**src/rtl/hazard_fwd_unit.sv**
```systemverilog
// Operand hazard unit: per-port bypass from N pipeline stages, load-use and
// long-latency scoreboard stall detection, plus stall statistics.
module hazard_fwd_unit #(
   parameter int DATA_W       = 32,
   parameter int RADDR_W      = 5,
   parameter int NUM_RD_PORTS = 2,
   parameter int NUM_STAGES   = 2,
   parameter int CNT_W        = 32
) (
   input  logic                                   clk,
   input  logic                                   rst,
   input  logic [NUM_RD_PORTS-1:0]                rd_en_i,
   input  logic [NUM_RD_PORTS*RADDR_W-1:0]        rd_addr_i,
   input  logic [NUM_RD_PORTS*DATA_W-1:0]         rf_data_i,
   input  logic [NUM_STAGES-1:0]                  stg_we_i,
   input  logic [NUM_STAGES*RADDR_W-1:0]          stg_waddr_i,
   input  logic [NUM_STAGES*DATA_W-1:0]           stg_wdata_i,
   input  logic [NUM_STAGES-1:0]                  stg_load_i,
   input  logic                                   lu_issue_i,
   input  logic [RADDR_W-1:0]                     lu_waddr_i,
   input  logic                                   lu_done_i,
   input  logic [RADDR_W-1:0]                     lu_done_waddr_i,
   input  logic                                   lu_abort_i,
   output logic [NUM_RD_PORTS*DATA_W-1:0]         rd_data_o,
   output logic [NUM_RD_PORTS*(NUM_STAGES+1)-1:0] fwd_sel_o,
   output logic                                   stall_o,
   output logic                                   sb_conflict_o,
   output logic [RADDR_W:0]                       pending_cnt_o,
   output logic [CNT_W-1:0]                       stall_cnt_o
);

   localparam int NUM_REGS = 2**RADDR_W;
   localparam int SEL_W    = NUM_STAGES + 1;
   localparam logic [SEL_W-1:0] SEL_ONE = {{NUM_STAGES{1'b0}}, 1'b1};
   localparam logic [SEL_W-1:0] SEL_RF  = {1'b1, {NUM_STAGES{1'b0}}};
   localparam logic [CNT_W-1:0] CNT_MAX = {CNT_W{1'b1}};
   localparam logic [CNT_W-1:0] CNT_ONE = {{(CNT_W-1){1'b0}}, 1'b1};

   function automatic logic [RADDR_W:0] popcount(input logic [NUM_REGS-1:0] vec);
      logic [RADDR_W:0] cnt;
      cnt = {(RADDR_W+1){1'b0}};
      for (int i = 0; i < NUM_REGS; i++) begin
         cnt = cnt + {{RADDR_W{1'b0}}, vec[i]};
      end
      return cnt;
   endfunction

   logic [NUM_REGS-1:0]              sb_r;
   logic [NUM_REGS-1:0]              sb_nxt_s;
   logic                             conflict_r;
   logic                             conflict_nxt_s;
   logic [RADDR_W:0]                 pending_cnt_r;
   logic [CNT_W-1:0]                 stall_cnt_r;
   logic                             issue_ok_s;
   logic [NUM_RD_PORTS-1:0]          port_stall_s;
   logic [NUM_RD_PORTS*DATA_W-1:0]   rd_data_s;
   logic [NUM_RD_PORTS*SEL_W-1:0]    fwd_sel_s;

   genvar gp;
   generate
      for (gp = 0; gp < NUM_RD_PORTS; gp++) begin : g_port
         logic [RADDR_W-1:0]    addr_s;
         logic                  addr_nz_s;
         logic [NUM_STAGES-1:0] hit_s;
         logic [DATA_W-1:0]     data_s;
         logic [SEL_W-1:0]      sel_s;
         logic                  load_s;

         assign addr_s    = rd_addr_i[gp*RADDR_W +: RADDR_W];
         assign addr_nz_s = |addr_s;

         // x0 never matches a stage, so it always resolves to zero from the regfile slot.
         for (genvar gs = 0; gs < NUM_STAGES; gs++) begin : g_hit
            assign hit_s[gs] = addr_nz_s && stg_we_i[gs] &&
                               (stg_waddr_i[gs*RADDR_W +: RADDR_W] == addr_s);
         end

         // Walk oldest to youngest so the youngest matching stage is applied last and wins.
         always_comb begin
            data_s = addr_nz_s ? rf_data_i[gp*DATA_W +: DATA_W] : {DATA_W{1'b0}};
            sel_s  = SEL_RF;
            load_s = 1'b0;
            for (int s = NUM_STAGES - 1; s >= 0; s--) begin
               data_s = hit_s[s] ? stg_wdata_i[s*DATA_W +: DATA_W] : data_s;
               sel_s  = hit_s[s] ? (SEL_ONE << s) : sel_s;
               load_s = hit_s[s] ? stg_load_i[s] : load_s;
            end
         end

         assign rd_data_s[gp*DATA_W +: DATA_W] = data_s;
         assign fwd_sel_s[gp*SEL_W +: SEL_W]   = sel_s;
         assign port_stall_s[gp] = rd_en_i[gp] && addr_nz_s && (load_s || sb_r[addr_s]);
      end
   endgenerate

   assign issue_ok_s = lu_issue_i && (|lu_waddr_i);

   // Scoreboard next state: abort dominates, then done clears, then issue sets.
   always_comb begin
      sb_nxt_s       = sb_r;
      conflict_nxt_s = 1'b0;
      if (lu_abort_i) begin
         sb_nxt_s = {NUM_REGS{1'b0}};
      end else begin
         sb_nxt_s[lu_done_waddr_i] = sb_nxt_s[lu_done_waddr_i] & ~lu_done_i;
         sb_nxt_s[lu_waddr_i]      = sb_nxt_s[lu_waddr_i] | issue_ok_s;
         conflict_nxt_s = issue_ok_s && sb_r[lu_waddr_i] &&
                          !(lu_done_i && (lu_done_waddr_i == lu_waddr_i));
      end
   end

   // State registers; pending count tracks the value the scoreboard is about to hold.
   always_ff @(posedge clk) begin
      if (rst) begin
         sb_r          <= {NUM_REGS{1'b0}};
         conflict_r    <= 1'b0;
         pending_cnt_r <= {(RADDR_W+1){1'b0}};
         stall_cnt_r   <= {CNT_W{1'b0}};
      end else begin
         sb_r          <= sb_nxt_s;
         conflict_r    <= conflict_nxt_s;
         pending_cnt_r <= popcount(sb_nxt_s);
         stall_cnt_r   <= (stall_o && (stall_cnt_r != CNT_MAX)) ? stall_cnt_r + CNT_ONE
                                                                : stall_cnt_r;
      end
   end

   assign rd_data_o     = rd_data_s;
   assign fwd_sel_o     = fwd_sel_s;
   assign stall_o       = |port_stall_s;
   assign sb_conflict_o = conflict_r;
   assign pending_cnt_o = pending_cnt_r;
   assign stall_cnt_o   = stall_cnt_r;

endmodule

```
**config.mk**
```make
export PLATFORM = sky130hd
export DESIGN_NAME = hazard_fwd_unit
export DESIGN_NICKNAME = d
export VERILOG_FILES = /design/src/rtl/hazard_fwd_unit.sv
export SDC_FILE = /design/constraint.sdc
export NUM_CORES = 1
export LEC_CHECK = 0
export BUFFER_PORTS_ARGS = -buffer_cell sky130_fd_sc_hd__buf_2
export CAP_MARGIN = 20
export CORE_MARGIN = 5
export CORE_UTILIZATION = 52
export DETAILED_ROUTE_END_ITERATION = 7
export PLACE_DENSITY = 0.82
export SYNTH_ARGS = -nofsm -noshare
export SYNTH_HDL_FRONTEND = slang
export SYNTH_SLANG_ARGS = --single-unit
```
**constraint.sdc**
```tcl
create_clock -name clk -period 13.7 [get_ports clk]
set_input_delay 4.11 -clock clk [delete_from_list [all_inputs] [get_ports clk]]
set_output_delay 4.11 -clock clk [all_outputs]
set_load 0.05 [all_outputs]
```
==> Yosys cells after proc, flatten, opt, wreduce, memory -nomap -nowiden <==
Index checks and enable logic that the tools add are counted.
Widths: inputs -> output; s select.
{ "totals": {"register_bits": 71, "latch_bits": 0, "mem_bits_rw": 0, "rom_bits": 0, "input_bits": 169, "output_inout_bits": 110, "word_cells": 109, "memories": 0} }
{ "op_classes": {"addsub": 32, "mul": 0, "div": 0, "order_cmp": 6, "eq_ne": 6, "shifts": 0, "muxes": 31, "n_bitwise": 3, "n_reduce_logical": 27} }
{ "op_table": {"columns": ["cell", "n"], "rows": [
  ["$mux 32", 7],
  ["$add 6x1->6", 26],
  ["$bwmux 32", 2],
  ["$add 32x1->32 const B", 1],
  ["$ne 32x32->1 const B", 1],
  ["$bmux 1 s5", 5],
  ["$eq 5x5->1", 5],
  ["$lt 5x6->1 const B", 4],
  ["$logic_and 1x1->1", 19],
  ["$reduce_or 5->1", 3],
  ["$mux 3", 4],
  ["$mux 1", 11],
  ["$demux 1 s5", 2],
  ["$ge 5x1->1 const B", 2],
  ["$add 5x1->6", 1],
  ["$add 4x1->5", 1],
  ["$add 3x1->4", 1],
  ["$reduce_or 2->1", 2],
  ["$add 2x1->3", 1],
  ["$add 1x1->2", 1],
  ["$logic_or 1x1->1", 2],
  ["$and 1x1->1", 1],
  ["$logic_not 1->1", 1],
  ["$not 1->1", 1],
  ["$or 1x1->1", 1]
]} }

==> Depth between registers and ports, before layout <==
Gate-level depths: netlist of the first run.
{ "logic_depth": {"ltp_word": 41, "mapped_depth": 30, "depth_no_buf": 25} }

==> Worst setup path after synthesis of the first run <==
No wires, ideal clock.
{ "synth_path": {"path_type": "input to register", "start": "input port lu_done_waddr_i[1]", "end": "register pending_cnt_r[5] (netlist: pending_cnt_o[5])", "arrival_time_ps": 10682, "required_time_ps": 13569, "setup_slack_ps": 2887, "path_stages": 29, "path_buffers": 4, "path_cell_list": "buf_4 > buf_4 > mux2i_1 > o22ai_1 > a211oi_1 > a41oi_2 > mux2_2 > o32a_1 > a2bb2oi_1 > a41oi_4 > buf_4 > buf_4 > a21oi_1 > fa_1 > inv_1 > fa_1 > inv_1 > fa_1 > fa_1 > fa_1 > inv_1 > fa_1 > inv_1 > ha_1 > a21o_1 > a21oi_1 > inv_1 > a21oi_1 > nor3b_1"} }
{ "synth_between": {"word_cells_on_any_way": 45, "cone_classes": "add/sub: 31; order compare: 2; mux: 9; bitwise: 2; reduce/logical: 1"} }
{ "synth_rtl": {"columns": ["item", "line", "text"], "rows": [
  ["from (decl)", "22", "input logic [RADDR_W-1:0] lu_done_waddr_i,"],
  ["$lt 5x6->1 (implied by the code) / $ge 5x1->1 (equally long branches)", "105", "sb_nxt_s[lu_done_waddr_i] = sb_nxt_s[lu_done_waddr_i] & ~lu_done_i;"],
  ["$logic_and 1x1->1 (implied by the code)", "105", null],
  ["$mux 1 (implied by the code)", "105", null],
  ["$demux 1 s5", "105", null],
  ["$bwmux 32 *", "105", null],
  ["$bmux 1 s5", "106", "sb_nxt_s[lu_waddr_i] = sb_nxt_s[lu_waddr_i] | issue_ok_s;"],
  ["$mux 1 (implied by the code)", "106", null],
  ["$or 1x1->1", "106", null],
  ["$bwmux 32 *", "106", null],
  ["$mux 32 *", "102", "if (lu_abort_i) begin"],
  ["named net sb_nxt_s[3]", "49", "logic [NUM_REGS-1:0] sb_nxt_s;"],
  ["$add 3x1->4 *", "43", "cnt = cnt + {{RADDR_W{1'b0}}, vec[i]};"],
  ["$add 4x1->5 *", "43", null],
  ["$add 5x1->6 *", "43", null],
  ["$add 6x1->6 * (26 in series)", "43", null],
  ["to (signal assigned)", "117", "pending_cnt_r <= {(RADDR_W+1){1'b0}};"],
  ["to (signal assigned)", "122", "pending_cnt_r <= popcount(sb_nxt_s);"],
  ["to (decl)", "52", "logic [RADDR_W:0] pending_cnt_r;"]
]} }
Mark *: on every way through the listed nets, which the timed path passes. The rest lies on a longest branch. The select of a mux whose other input is x is not followed.
A chain may end at the register's enable or synchronous reset.

==> Worst setup path after layout of the first run <==
Same ends and word-level chain as after synthesis.

==> qor.csv, run 1 <==
metric;value;unit
most used cell, CP;fa_1;
Mapped Area;8160;um2
Synthesized Nets;1333;
num rows;45;
post-CTS setup buffers;0;
Area Overhead vs Synth;19.9;%
# hold bufs at CTS;0;
crit path launch type;input port;
status;finished, final reports clean;
post-synthesis instance total;1132;
die area;18300;um2
via count;9964;
routability cong.;1.05;
Initial Util;0.533;
Hold Startpoint;stall_cnt_o[29]$_SDFFE_PP0P_;
leakage;4.36;nW
Yosys top cell by area;dfxtp_1;
R2R Path Start;sb_r[15]$_SDFF_PP0_;
Crit. Startpoint;lu_done_waddr_i[1];
Tmin final;11560;ps
htree depth;3;
delay-heaviest family, CP;adder cells;
CTS tree;yes;
fin crit share;0.844;
critical path required time;13890;ps
GR Overflow Total;0;
antenna violations before repair;5;
Post-synth ARST share;0;
number of buffers added on ports;278;
Hold Path Depth;2;
Final Setup Violations;0;
post-synthesis sequential element count;71;
Clock Path Buffers;2;
Clock Sinks;71;
Critical path buffers and inverters;7;
Root Driver;clkbuf_16;
Synth top area share;0.174;
die width;135;um
Slew Limit Fails;0;
VDD IR max;70.4;uV
Final ANT Viol Nets;0;
Slowest-stage cell, CP;fa_1;
first-pass GRT wire length;53000;um
Syn Area/Cell;7.21;um2
FMAX;86.5;MHz
Yosys cell types;63;
Hold EP;stall_cnt_o[29]$_SDFFE_PP0P_;
Warnings, synthesis;0;
largest net degree at the start of global routing;68;
Slew @ Worst Pin;1000;ps
Hold Path Class;register to register;
final WL;35200;um
Post-DP HPWL;27300;um
worst r2r path cells;26;
vias in the first global route;9053;
nets;1532;
setup tns final;0;ps
RSZ-0062 raised after global routing;false;
Worst path max stage delay;580;ps
Fin Hold WS;497;ps
final core utilization;0.639;
CTS clk-pin slew, worst paths;60;ps
Worst R2R End;pending_cnt_o[5]$_SDFF_PP0_;
I/O Pins;279;
WS Path Type;input port to register;
clk_lat worst skew;350;ps
Synth Flop Type;dfxtp_1;
final std cells w/o fill;1555;
dpl cells;1531;
clk_skew;10.8;ps
post-synthesis sequential area ratio;0.174;
endpoints failing hold;0;
TritonCTS buffer count;9;
core area;15300;um2
PwrDens;70.1;nW/um2
R2R Setup Slk;6080;ps
top cells by area, synth;dfxtp_1 (17%), mux4_2 (7.7%), a21oi_1 (7.1%);
DRC viols;0;
Pre-antenna DRT Iters;8;
number of synthesized flops with an enable pin;0;
GRT Resource Usage Total;0.366;
Vias/cell;6.41;
max_cap viols;0;
crit path max fanout;45;
Die Y-Extent;135;um
Avg WL per Cell;22.6;um
Slew HR;0.328;
layout cells sized above 1;0.269;
post-cts sizing count;0;
Setup crit end kind;register;
First DRT Iteration DRCs;1163;
WP data arrival;11750;ps
[cells by family after synthesis]
| group | after synthesis | share of synthesized area |
|---|---|---|
| xor+xnor | 42 | 0.0451 |
| flops | 71 | 0.174 |
| mux | 58 | 0.115 |
| buf+inv | 141 | 0.0702 |
| compound gates | 321 | 0.253 |
| fa+ha+maj | 32 | 0.0711 |
| simple gates | 467 | 0.271 |
[stage by stage]
step	cell area, um2	power [mW]	worst slack [ps]
after floorplan	8160	0.379	2890
after global placement	9480	0.451	2000
after detailed placement	9480	0.452	1860
after CTS	9770	0.683	2170
after global routing	9780	0.713	1600
final	9790	0.686	2140
[flip-flops by register name, indices dropped and copies added, names as in the netlist]
register	count
sb_conflict_o	1
pending_cnt_o	6
stall_cnt_o	32
sb_r	32
[cells in the final DEF, fill, tap and decap left out, drive strengths merged, types with 4 or more instances in the layout]
master | Yosys | routed
nand4 | 10 | 10
a311oi | 8 | 8
nand3 | 92 | 92
nand2 | 140 | 140
or3 | 17 | 17
o21ai | 50 | 50
or2 | 13 | 13
fa | 24 | 24
xor2 | 11 | 11
and3 | 8 | 8
mux2 | 9 | 9
nor3 | 17 | 17
o211ai | 5 | 5
a211oi | 23 | 23
dfxtp | 71 | 71
nor4 | 12 | 12
xnor2 | 31 | 31
a21oi | 116 | 116
diode | 0 | 8
or3b | 4 | 4
clkbuf | 68 | 9
or4 | 5 | 5
a211o | 16 | 16
a21o | 66 | 66
nor2 | 109 | 109
a22oi | 5 | 5
buf | 31 | 287
a31oi | 8 | 8
nand2b | 17 | 17
ha | 8 | 8
inv | 42 | 46
nor2b | 10 | 10
mux4 | 28 | 28
nand3b | 4 | 4
mux2i | 21 | 21
[per-layer routing]
layer | wire (um) | GRT usage
met1 | 13600 | 0.500
met2 | 16000 | 0.559
met3 | 4350 | 0.0888
met4 | 1290 | 0.143
met5 | 0 | 0
[Yosys cell counts (14+ instances only)]
cell type / count
nand2b_1: 17
a211o_1: 16
nand2_1: 140
nor2_1: 109
a211oi_1: 23
o21ai_0: 48
nand3_1: 91
xnor2_1: 31
a21o_1: 66
dfxtp_1: 71
buf_1: 14
mux4_2: 28
a21oi_1: 116
inv_1: 42
mux2i_1: 21
nor3_1: 17
or3_1: 17
fa_1: 24
clkbuf_1: 68
[worst reg2reg max path, cell delays in order, from the launching register on]
cell,delay [ps]
dfxtp_1,420
mux2i_1,200
nor4_1,70
o41ai_1,520
a41oi_2,170
buf_4,300
mux2_2,350
o32a_1,290
a2bb2oi_1,150
a41oi_4,550
a21oi_1,220
fa_1,540
inv_1,50
fa_1,380
inv_1,80
fa_1,440
fa_1,530
fa_1,550
inv_1,50
fa_1,580
inv_1,60
ha_1,280
a21o_1,150
a21oi_1,200
inv_1,60
a21oi_1,170
nor3b_1,70
[power by group]
| part | total (mW) | switching [mW] | internal, mW |
|---|---|---|---|
| clock | 0.234 | 0.108 | 0.127 |
| sequential | 0.211 | 0.00255 | 0.209 |
| combinational | 0.241 | 0.166 | 0.0744 |
[area by class of cell]
| class | count | area, um2 |
|---|---|---|
| inverter | 42 | 158 |
| tap | 211 | 264 |
| multi-input combinational | 920 | 6180 |
| clock inverter | 7 | 62.6 |
| antenna | 8 | 20.0 |
| sequential | 71 | 1420 |
| clock buffer | 9 | 225 |
| fill | 1452 | 5530 |
| timing repair buffer | 287 | 1460 |
[how the worst max path moves through the flow]
| stage | to | slack (ps) | cells after the start |
|---|---|---|---|
| 6_report | pending_cnt_o[5]$_SDFF_PP0_ | 2140 | 27 |
| 5_1_grt | pending_cnt_o[5]$_SDFF_PP0_ | 1600 | 27 |
| 2_1_floorplan | pending_cnt_o[5]$_SDFF_PP0_ | 2890 | 29 |
| 4_1_cts | pending_cnt_o[5]$_SDFF_PP0_ | 2170 | 27 |
| 3_5_place_dp | pending_cnt_o[5]$_SDFF_PP0_ | 1860 | 27 |
| 3_3_place_gp | pending_cnt_o[5]$_SDFF_PP0_ | 2000 | 27 |
Power figures use the tool's default switching activity.
==> run 2, diff against run 1 <==
Settings changed: CORE_UTILIZATION 52 to 47, PLACE_DENSITY 0.82 to 0.79.
Clock period 13.7 ns to 9.8 ns, I/O delays scaled along.
==> run 2 against run 1 <==
Final cell count increased by 4.8%. Routed wire length increased by 1.0%. Die area increased by 9.8%. Cell area increased by 6.9%. Combinational power increased by 49%. Register-to-register slack got worse by 3500 ps. Via count increased by 0.66%. Count of clock-buffer cells in the layout unchanged. Critical endpoint unchanged.
==> qor.csv, run 2 (synthesis gave the netlist of run 1 again) <==
metric;value;unit;change
Hold Startpoint;stall_cnt_o[29]$_SDFFE_PP0P_;;
Fill cells;1645;;+13%
highest-count cells in the layout ignoring fill and taps;buf_2 (278), nand2_1 (140), a21oi_1 (116);;
Final Setup Violations;0;;unchanged
leakage;4.71;nW;+8.0%
core area;17200;um2;+12%
Design Area, Final;10500;um2;+6.9%
most used cell, CP;fa_1;;
Worst path max stage delay;570;ps;about the same
Worst R2R End;pending_cnt_o[4]$_SDFF_PP0_;;
WS Path Type;input port to register;;
final core utilization;0.609;;-0.0300
crit path launch type;input port;;
vias in the first global route;9301;;+2.7%
FMAX;104;MHz;
I/O Pins;279;;unchanged
clk_lat worst skew;350;ps;about the same
GR Overflow Total;0;;unchanged
first-pass GRT wire length;53000;um;about the same
antenna violations before repair;8;;+3
crit path max fanout;7;;-84%
Slew Limit Fails;0;;unchanged
Slew @ Worst Pin;1100;ps;+99.0 ps
number of buffers added on ports;278;;unchanged
Design Power;995;uW;+45%
First DRT Iteration DRCs;1000;;-14%
Post-DP HPWL;27700;um;+1.5%
routability cong.;1.01;;-3.8%
Clock Sinks;71;;unchanged
VDD IR max;86.9;uV;+23%
via count;10000;;+0.66%
Area Overhead vs Synth;28.2;%;
pre-CTS setup slack;-231;ps;-2090 ps
setup ws final;228;ps;-1910 ps
R2R Path Start;sb_r[24]$_SDFF_PP0_;;
clk_skew;13.7;ps;+2.93 ps
critical path required time;10000;ps;-3890 ps
die area;20100;um2;+9.8%
endpoints failing hold;0;;unchanged
status;finished, final reports clean;;
Avg WL per Cell;21.8;um;-3.6%
DRC viols;0;;unchanged
CTS tree;yes;;
Slew HR;0.262;;-0.0663
Tmin final;9570;ps;
htree depth;3;;unchanged
Initial Util;0.475;;-0.0578
Setup crit end kind;register;;
Hold Path Class;register to register;;
setup tns final;0;ps;unchanged
PwrDens;95.2;nW/um2;+36%
FF+latch area;1420;um2;unchanged
Root Driver;clkbuf_16;;
CTS clk-pin slew, worst paths;60;ps;about the same
max_cap viols;0;;unchanged
num rows;48;;+6.7%
commonest non-fill, non-tap cell in the layout;buf_2;;
GRT Resource Usage Total;0.334;;-0.0326
Hold EP;stall_cnt_o[29]$_SDFFE_PP0P_;;
Die Y-Extent;142;um;+4.8%
fin crit share;0.977;;
# hold bufs at CTS;0;;unchanged
Slowest-stage cell, CP;fa_1;;
Pre-antenna DRT Iters;6;;-2
largest net degree at the start of global routing;51;;-25%
layout cells sized above 1;0.316;;+0.0464
TritonCTS buffer count;9;;unchanged
Placed Area;9870;um2;+4.1%
R2R Setup Slk;2580;ps;-3500 ps
worst r2r path cells;27;;+3.8%
multi-input logic area;6300;um2;+1.9%
WP data arrival;9770;ps;-1980 ps
Hold Path Depth;2;;unchanged
Vias/cell;6.16;;-3.9%
final WL;35600;um;+1.0%
Final ANT Viol Nets;0;;unchanged
nets;1592;;+3.9%
Clock Path Buffers;2;;unchanged
die width;142;um;+4.8%
-- run 2: cell types whose count changed in the layout (fill, tap and decap cells not counted), sizes merged --
cell,before,now
clkinvlp,3,1
clkbuf,9,10
inv,46,45
clkinv,0,2
buf,287,346
bufinv,0,1
-- run 2: layout make-up --
| cell class | instances | share of cell area |
|---|---|---|
| multi-input cells | 920 | 0.602 |
| flip-flops and latches | 71 | 0.136 |
| diodes | 8 | 0.00191 |
| clock inverters | 7 | 0.00766 |
| inverters | 42 | 0.0151 |
| well taps | 225 | 0.0269 |
| repair buffers | 347 | 0.189 |
| clock buffers | 9 | 0.0215 |
-- run 2: routing by layer --
metal,track usage,up-vias,wire [um]
met5,0,-,0
li1,-,4582,-
met1,0.434,4740,13900
met3,0.0674,109,3370
met4,0.141,0,1490
met2,0.540,599,16800
-- run 2: what timing repair did --
action                     CTS  global route
setup endpoints to repair    0             5
gates resized for setup      0            32
buffers inserted             0            10
-- run 2: worst max path at each step --
stage	startpoint	to	slack (ps)	cells after the start
CTS	lu_done_waddr_i[1]	pending_cnt_o[4]$_SDFF_PP0_	110	29
detailed placement	lu_done_waddr_i[1]	pending_cnt_o[4]$_SDFF_PP0_	-230	29
global placement	lu_done_waddr_i[1]	pending_cnt_o[4]$_SDFF_PP0_	-140	28
finish	lu_done_waddr_i[1]	pending_cnt_o[5]$_SDFF_PP0_	230	29
global route	lu_done_waddr_i[0]	pending_cnt_o[4]$_SDFF_PP0_	-70	28
floorplan	lu_done_waddr_i[1]	pending_cnt_o[5]$_SDFF_PP0_	160	29
-- run 2: power breakdown --
group,leakage [nW],switching [mW],internal (mW)
Combinational,3.99,0.235,0.124
Clock,0.148,0.141,0.201
Sequential,0.572,0.00353,0.292
-- run 2: worst max-delay path: cells and delay by family --
family / cells / cell delay [ps]
mux: 2 / 490
simple gates: 2 / 140
buf+inv: 9 / 930
compound gates: 9 / 2010
fa+ha+maj: 7 / 3230
-- run 2: metrics by stage --
stage | hold slack, ps | std cells
after detailed placement | 498 | 1593
after CTS | 506 | 1609
final | 515 | 1629
after global placement | 483 | 1593
after global routing | 539 | 1628
after floorplan | 577 | 1132
==> run 3, diff against run 2 <==
Settings changed: PLACE_DENSITY 0.79 to 0.89.
==> run 3 against run 2 <==
Sequential cell count stayed put. Global-route usage is 0.51 points higher. Register-to-register slack worse by 20 ps. Total power decreased by 0.90%. First-iteration DRC count grew 7.3%. Via count up 2.7%. Critical path depth unchanged. Sequential power hardly changed. Final cell count increased by 0.31%. Hold slack improved by 6.8 ps. Setup slack got worse by 55 ps. Non-clock buffer count up 6. Largest cell class unchanged. Largest power group unchanged.
==> qor.csv, run 3 (synthesis gave the netlist of run 1 again) <==
metric;value;unit;change
die width;142;um;unchanged
core area;17200;um2;unchanged
number of buffers added on ports;278;;unchanged
max_cap viols;0;;unchanged
crit path max fanout;14;;+7
FF+latch area;1420;um2;unchanged
Final Setup Violations;0;;unchanged
via count;10300;;+2.7%
Clock Sinks;71;;unchanged
Root Driver;clkbuf_16;;
GRT Resource Usage Total;0.339;;+0.00508
Final ANT Viol Nets;0;;unchanged
Setup crit end kind;register;;
R2R Setup Slk;2560;ps;-20 ps
Initial Util;0.475;;unchanged
Slowest-stage cell, CP;fa_1;;
nets;1598;;+0.38%
critical path required time;10000;ps;about the same
setup ws final;174;ps;-54.7 ps
CTS clk-pin slew, worst paths;60;ps;about the same
Fill cells;1601;;-2.7%
pre-CTS setup slack;-171;ps;+60.0 ps
num rows;48;;unchanged
routability cong.;1.05;;+4.0%
dpl cells;1607;;+0.88%
Worst R2R End;pending_cnt_o[4]$_SDFF_PP0_;;
Slew HR;0.249;;-0.0134
endpoints failing hold;0;;unchanged
largest net degree at the start of global routing;60;;+18%
antenna violations before repair;12;;+4
Avg WL per Cell;22.1;um;+1.4%
WS Path Type;input port to register;;
fin crit share;0.982;;+0.00558
RSZ-0062 raised after global routing;true;;
htree depth;3;;unchanged
clk_skew;11.8;ps;-1.95 ps
Slew Limit Fails;0;;unchanged
Clock Path Buffers;2;;unchanged
Fin Hold WS;522;ps;+6.81 ps
layout cells sized above 1;0.317;;+0.000788
Area Overhead vs Synth;28.1;%;about the same
multi-input logic area;6250;um2;-0.68%
final WL;36200;um;+1.7%
First DRT Iteration DRCs;1073;;+7.3%
PwrDens;94.4;nW/um2;-0.83%
commonest non-fill, non-tap cell in the layout;buf_2;;
vias in the first global route;9654;;+3.8%
Worst path max stage delay;520;ps;-50 ps
Hold Startpoint;stall_cnt_o[29]$_SDFFE_PP0P_;;
die area;20100;um2;unchanged
setup tns final;0;ps;unchanged
crit path launch type;input port;;
worst r2r path cells;28;;+3.7%
Hold Path Depth;2;;unchanged
clk_lat worst skew;350;ps;about the same
CTS tree;yes;;
WP data arrival;9820;ps;+50 ps
highest-count cells in the layout ignoring fill and taps;buf_2 (277), nand2_1 (140), a21oi_1 (114);;
Pre-antenna DRT Iters;6;;unchanged
first-pass GRT wire length;54000;um;+1.9%
Hold EP;stall_cnt_o[29]$_SDFFE_PP0P_;;
Crit. Startpoint;lu_done_waddr_i[4];;
Post-DP HPWL;28600;um;+3.2%
final std cells w/o fill;1634;;+0.31%
DRC viols;0;;unchanged
GR Overflow Total;0;;unchanged
I/O Pins;279;;unchanged
Die Y-Extent;142;um;unchanged
Slew @ Worst Pin;1120;ps;+20.0 ps
leakage;4.73;nW;+0.31%
R2R Path Start;sb_r[15]$_SDFF_PP0_;;
most used cell, CP;fa_1;;
status;finished, final reports clean;;
FMAX;104;MHz;-0.57%
VDD IR max;89.4;uV;+2.9%
Vias/cell;6.30;;+2.4%
Tmin final;9630;ps;+54.7 ps
# hold bufs at CTS;0;;unchanged
Hold Path Class;register to register;;
TritonCTS buffer count;9;;unchanged
run 3: how the worst max path moves through the flow:
stage / cells after the start / slack, ps / end
finish: 29 / 170 / pending_cnt_o[4]$_SDFF_PP0_
global route: 30 / -100 / pending_cnt_o[5]$_SDFF_PP0_
CTS: 28 / 170 / pending_cnt_o[5]$_SDFF_PP0_
detailed placement: 28 / -170 / pending_cnt_o[5]$_SDFF_PP0_
global placement: 28 / -60 / pending_cnt_o[4]$_SDFF_PP0_
floorplan: 29 / 160 / pending_cnt_o[5]$_SDFF_PP0_
run 3: area by class of cell:
type	count	share of cell area
diodes	7	0.00168
clock buffers	9	0.0215
clock inverters	7	0.00610
inverters	42	0.0151
multi-input cells	920	0.598
flip-flops and latches	71	0.136
well taps	225	0.0269
repair buffers	353	0.194
run 3: where the power goes:
group | leakage, nW | switching [mW] | internal, mW
registers | 0.572 | 0.00329 | 0.292
clock network | 0.137 | 0.148 | 0.177
logic | 4.02 | 0.240 | 0.126
total | 4.73 | 0.391 | 0.595
run 3: layer usage:
| layer | part of all wire | up-vias | routed length, um | GRT usage |
|---|---|---|---|---|
| met4 | 0.048 | 2 | 1750 | 0.146 |
| met2 | 0.47 | 783 | 17000 | 0.563 |
| li1 | - | 4583 | - | - |
| met5 | 0.00030 | - | 11 | 0 |
| met3 | 0.12 | 141 | 4390 | 0.0802 |
| met1 | 0.36 | 4792 | 13000 | 0.420 |
run 3: worst max-delay path: cells and delay by family:
family	cells	cell delay, ps
compound gates	7	1180
xor+xnor	1	130
fa+ha+maj	8	3400
buf+inv	8	940
simple gates	5	1220
run 3: metrics by stage:
stage                     power [mW]  area (um2)   util
after floorplan                0.530        8160      -
after global placement         0.648        9990  0.581
after detailed placement       0.651        9990  0.581
after CTS                      0.975       10300  0.598
after global routing            1.02       10500  0.609
final                          0.986       10500  0.609
run 3: what timing repair did:
item | in CTS | in global routing
resized for setup | 0 | 25
endpoints found under the hold margin | 0 | 0
setup buffers | 0 | 1
setup endpoints to repair | 0 | 4
